### config.mk
export PLATFORM = sky130hd
export DESIGN_NAME = ctrl_pipe_regs
export DESIGN_NICKNAME = d
export VERILOG_FILES = /design/src/rtl/ctrl_pipe_regs.sv
export SDC_FILE = /design/constraint.sdc
export NUM_CORES = 1
export LEC_CHECK = 0
export CORE_MARGIN = 2
export CORE_UTILIZATION = 46
export DETAILED_ROUTE_END_ITERATION = 8
export HOLD_SLACK_MARGIN = 0.03
export PLACE_DENSITY = 0.95
export RECOVER_POWER = 25
export SLEW_MARGIN = 20
export SYNTH_ARGS = -nofsm -noshare
export SYNTH_HDL_FRONTEND = slang
export SYNTH_SLANG_ARGS = --single-unit
### constraint.sdc
create_clock -name clk -period 4.43 [get_ports clk]
set_input_delay 0.6645 -clock clk [delete_from_list [all_inputs] [get_ports clk]]
set_output_delay 0.6645 -clock clk [all_outputs]
set_load 0.005 [all_outputs]
### src/rtl/ctrl_pipe_regs.sv
// Control-word carrier through ID/EX, EX/MEM and MEM/WB for the 5-stage MIPS core,
// plus load-use / branch / jump hazard control and a saturating bubble counter.
module ctrl_pipe_regs #(
    parameter int CNT_W = 16
) (
    input  logic             clk,
    input  logic             rst,
    input  logic             id_reg_dst,
    input  logic             id_reg_write,
    input  logic             id_alu_src,
    input  logic             id_mem_read,
    input  logic             id_mem_write,
    input  logic             id_mem_to_reg,
    input  logic             id_branch,
    input  logic             id_jump,
    input  logic [1:0]       id_alu_op,
    input  logic [4:0]       id_rs,
    input  logic [4:0]       id_rt,
    input  logic [4:0]       id_rd,
    input  logic             ex_zero,
    output logic             ex_reg_dst,
    output logic             ex_alu_src,
    output logic             ex_branch,
    output logic             ex_mem_read,
    output logic [1:0]       ex_alu_op,
    output logic [4:0]       ex_rt,
    output logic [4:0]       ex_wreg,
    output logic             mem_mem_read,
    output logic             mem_mem_write,
    output logic             mem_reg_write,
    output logic             mem_mem_to_reg,
    output logic [4:0]       mem_wreg,
    output logic             wb_reg_write,
    output logic             wb_mem_to_reg,
    output logic [4:0]       wb_wreg,
    output logic             pc_write,
    output logic             ifid_write,
    output logic             ifid_flush,
    output logic             pc_src,
    output logic             jump_sel,
    output logic [CNT_W-1:0] bubble_cnt
);

    logic ex_reg_write;
    logic ex_mem_write;
    logic ex_mem_to_reg;
    logic luh;
    logic bubble;

    function automatic logic [CNT_W-1:0] sat_inc(input logic [CNT_W-1:0] v);
        return (&v) ? v : v + {{(CNT_W-1){1'b0}}, 1'b1};
    endfunction

    assign luh = ex_mem_read && (ex_rt != 5'd0) && ((ex_rt == id_rs) || (ex_rt == id_rt));

    // Hazard resolution: taken branch beats load-use, which beats jump
    always_comb begin
        pc_write   = 1'b1;
        ifid_write = 1'b1;
        ifid_flush = 1'b0;
        pc_src     = 1'b0;
        jump_sel   = 1'b0;
        bubble     = 1'b0;
        if (rst) begin
            if (ex_branch && ex_zero) begin
                pc_src     = 1'b1;
                ifid_flush = 1'b1;
                bubble     = 1'b1;
            end else if (luh) begin
                pc_write   = 1'b0;
                ifid_write = 1'b0;
                bubble     = 1'b1;
            end else if (id_jump) begin
                jump_sel   = 1'b1;
                ifid_flush = 1'b1;
            end
        end
    end

    always_ff @(posedge clk) begin
        if (!rst) begin
            ex_reg_dst     <= 1'b0;
            ex_alu_src     <= 1'b0;
            ex_branch      <= 1'b0;
            ex_mem_read    <= 1'b0;
            ex_mem_write   <= 1'b0;
            ex_reg_write   <= 1'b0;
            ex_mem_to_reg  <= 1'b0;
            ex_alu_op      <= 2'b00;
            ex_rt          <= 5'd0;
            ex_wreg        <= 5'd0;
            mem_mem_read   <= 1'b0;
            mem_mem_write  <= 1'b0;
            mem_reg_write  <= 1'b0;
            mem_mem_to_reg <= 1'b0;
            mem_wreg       <= 5'd0;
            wb_reg_write   <= 1'b0;
            wb_mem_to_reg  <= 1'b0;
            wb_wreg        <= 5'd0;
            bubble_cnt     <= '0;
        end else begin
            // ID/EX boundary: a bubble squashes the whole control word
            if (bubble) begin
                ex_reg_dst    <= 1'b0;
                ex_alu_src    <= 1'b0;
                ex_branch     <= 1'b0;
                ex_mem_read   <= 1'b0;
                ex_mem_write  <= 1'b0;
                ex_reg_write  <= 1'b0;
                ex_mem_to_reg <= 1'b0;
                ex_alu_op     <= 2'b00;
                ex_rt         <= 5'd0;
                ex_wreg       <= 5'd0;
                bubble_cnt    <= sat_inc(bubble_cnt);
            end else begin
                ex_reg_dst    <= id_reg_dst;
                ex_alu_src    <= id_alu_src;
                ex_branch     <= id_branch;
                ex_mem_read   <= id_mem_read;
                ex_mem_write  <= id_mem_write;
                ex_reg_write  <= id_reg_write;
                ex_mem_to_reg <= id_mem_to_reg;
                ex_alu_op     <= id_alu_op;
                ex_rt         <= id_rt;
                ex_wreg       <= id_reg_dst ? id_rd : id_rt;
            end
            // EX/MEM boundary
            mem_mem_read   <= ex_mem_read;
            mem_mem_write  <= ex_mem_write;
            mem_reg_write  <= ex_reg_write;
            mem_mem_to_reg <= ex_mem_to_reg;
            mem_wreg       <= ex_wreg;
            // MEM/WB boundary
            wb_reg_write   <= mem_reg_write;
            wb_mem_to_reg  <= mem_mem_to_reg;
            wb_wreg        <= mem_wreg;
        end
    end

endmodule

==> qor.csv, run 1 <==
stage;metric;value;unit
outcome;status;complete, no violations;
synth;synth_area_per_cell;9.58;um2
clock_tree;cts_tree;yes;
power_and_ir_drop;leakage;1.08;nW
grt;gr-total-overflow;0;
synth;synth_ff_type;dfxtp_1;
cells_and_area;nFillCells;341;
sta;setup_viol;0;
floorplan;num_rows;24;
drt;drt-pass1-iter-count;4;
placed_design;gp_congestion;0.793;
grt;grt_use_total;20.8;%
setup_path;cp_slowest_cell;clkbuf_1;
drt;drc_errors;0;
synth;ys.warnings.count;0;
sta;fin_skew;0.00836;ns
cells_and_area;largest_reg_flops;16;
synth;synth_top_cell_by_area;dfxtp_1;
placed_design;port_buffers;80;
synth;synth_area_leaders;dfxtp_1 (50%), and2_1 (9.5%), xnor2_1 (4.3%);
drt;vias_per_cell;5.22;
cells_and_area;syn_to_final_growth;46.2;%
sta;rsz0062_at_grt;false;
synth;ys_seq_elements;51;
placed_design;place_ws;0.794;ns
synth;synth.distinct_cells;42;
floorplan;die_area;4960;um2
floorplan;start_util;47.3;%
power_and_ir_drop;power.total;932;uW
power_and_ir_drop;power_density;314;nW/um2
setup_path;crit_type;in2out;
floorplan;die-width;70.5;um
floorplan;die_h;70.5;um
sta;worst_pin_slew;1.04;ns
clock_tree;cts_resized;0;
synth;syn_area;2030;um2
floorplan;coreArea;4290;um2
setup_path;cp.arrival;3.22;ns
drt;wl;4780;um
clock_tree;path_clk_slew;0.09;ns
grt;grt_pass1_wl;8050;um
hold_path;hold_class;reg2reg;
sta;holdWs;0.439;ns
cells_and_area;antennaDiodeCount;0;
cells_and_area;design_area;2970;um2
synth;syn_nets;241;
drt;via_count;1794;
power_and_ir_drop;ir_drop;0.000193;V
cells_and_area;layout_commonest_cell;clkdlybuf4s50_1;
flow_run;drv_cap;0;
grt;grt_pass1_vias;1726;
placed_design;placed_cell_area;2860;um2
synth;ys_async_sr_fraction;0;%
cells_and_area;drive_gt1_share;6.16;%
placed_design;dp_hpwl;3550;um
sta;timing.fmax;258;MHz
cells_and_area;top_register;bubble_cnt;
setup_path;cp.required;3.77;ns
grt;grt_max_degree;31;
sta;final_max_slew_viol_count;0;
clock_tree;cts_made_buffers;5;
sta;hold_violations;0;
setup_path;start_kind;input port;
placed_design;dp_cells;336;
synth;synth_edf_count;0;
setup_path;slowest_delay;0.77;ns
sta;fin_ws;0.550;ns
clock_tree;clock_latency;0.31;ns
synth;synth_top_cell_area_share;50.2;%
cells_and_area;layout.nets;320;
synth;postSynthCellCount;212;
setup_path;crit_chain;dlygate4sd3_1, clkbuf_1, and3_1, and2_1, clkdlybuf4s50_1;
floorplan;ios;81;
cells_and_area;final_cell_mix;clkdlybuf4s50_1 (69), dfxtp_1 (51), and2_1 (31);
clock_tree;cts_sinks;51;
clock_tree;htree_levels;2;
sta;period_needed;3.88;ns
setup_path;end_kind;output port;
sta;period_share;87.6;%
cells_and_area;utilization;69.2;%
sta;relSlewSlack;30.4;%
grt;antenna_found_initial;0;
drt;wl_per_cell;13.9;um
clock_tree;clock-root-buffer;clkbuf_8;
sta;timing.setup.tns;0;ns
clock_tree;postCtsSetupRepairBufs;0;
cells_and_area;fin_cells;344;
synth;yosysSeqAreaShare;50.2;%
setup_path;worstPathMaxFanout;30;
drt;drt_iter0_markers;107;
clock_tree;cts_hold_buf;0;
clock_tree;clk_path_buf_depth;2;
drt;antenna_left;0;
==> worst max-delay path: cells and delay by family <==
kind | cells | cell delay (ns)
AND/OR/NAND/NOR | 2 | 0.77
buffers and inverters | 3 | 1.78
==> Yosys cell counts (2+ instances only) <==
library cell,count
nand3_1,10
dfxtp_1,51
o21ai_0,3
nand2b_1,3
nand2_1,16
a21oi_1,10
o41ai_1,3
clkbuf_1,4
and3_1,2
and2_1,31
xnor2_1,10
nand4_1,4
o311ai_0,2
xor2_1,2
o21ai_1,5
inv_1,4
nor3_1,3
mux2i_1,7
or3_1,7
buf_2,2
nor2_1,12
==> worst paths after layout <==
kind	to	start	slack [ns]	cells after the start
worst min register to register	mem_reg_write$_SDFF_PN0_	ex_reg_write$_SDFF_PP0_	0.44	1
worst min-delay path	mem_reg_write$_SDFF_PN0_	ex_reg_write$_SDFF_PP0_	0.44	1
worst max-delay path	jump_sel	rst	0.55	5
worst max register to register	bubble_cnt[5]$_SDFFE_PN0P_	bubble_cnt[6]$_SDFFE_PN0P_	2.28	6
==> per-layer routing <==
layer / up-vias / part of all wire (%) / global-route usage, % / wire length, um
li1: 890 / - / - / -
met1: 804 / 40 / 23.5 / 1900
met2: 83 / 50 / 34.8 / 2380
met3: 17 / 7.1 / 6.20 / 342
met4: 0 / 3.4 / 11.1 / 162
met5: - / 0 / 0 / 0
==> area by class of cell <==
cell class	count	area, um2	area share, %
inverters	4	15.0	0.505
flip-flops and latches	51	1020	34.4
well taps	52	65.1	2.19
multi-input cells	148	948	31.9
repair buffers	81	805	27.1
clock buffers	5	68.8	2.32
clock inverters	3	47.5	1.60
==> kinds of logic (layout without fill, tap and decap cells) <==
group	Yosys count	count (layout)	synth area share, %
compound gates	31	31	10.5
xor+xnor	12	12	5.17
fa+ha+maj	1	1	0.616
buf+inv	13	93	3.08
flops	51	51	50.2
mux	7	7	3.45
simple gates	97	97	26.9
==> power by group <==
| group | total, mW | switching, mW | internal [mW] |
|---|---|---|---|
| sequential | 0.486 | 0.0106 | 0.476 |
| combinational | 0.111 | 0.0420 | 0.0691 |
| clock | 0.335 | 0.164 | 0.171 |
| total | 0.932 | 0.216 | 0.716 |
No activity file was read; power rests on OpenSTA's default activity.
==> run 2: changes to the inputs <==
- SLEW_MARGIN: 20 -> not set
==> results of run 2 <==
Same layout as run 1: the final DEF is identical, and so are final timing and power.
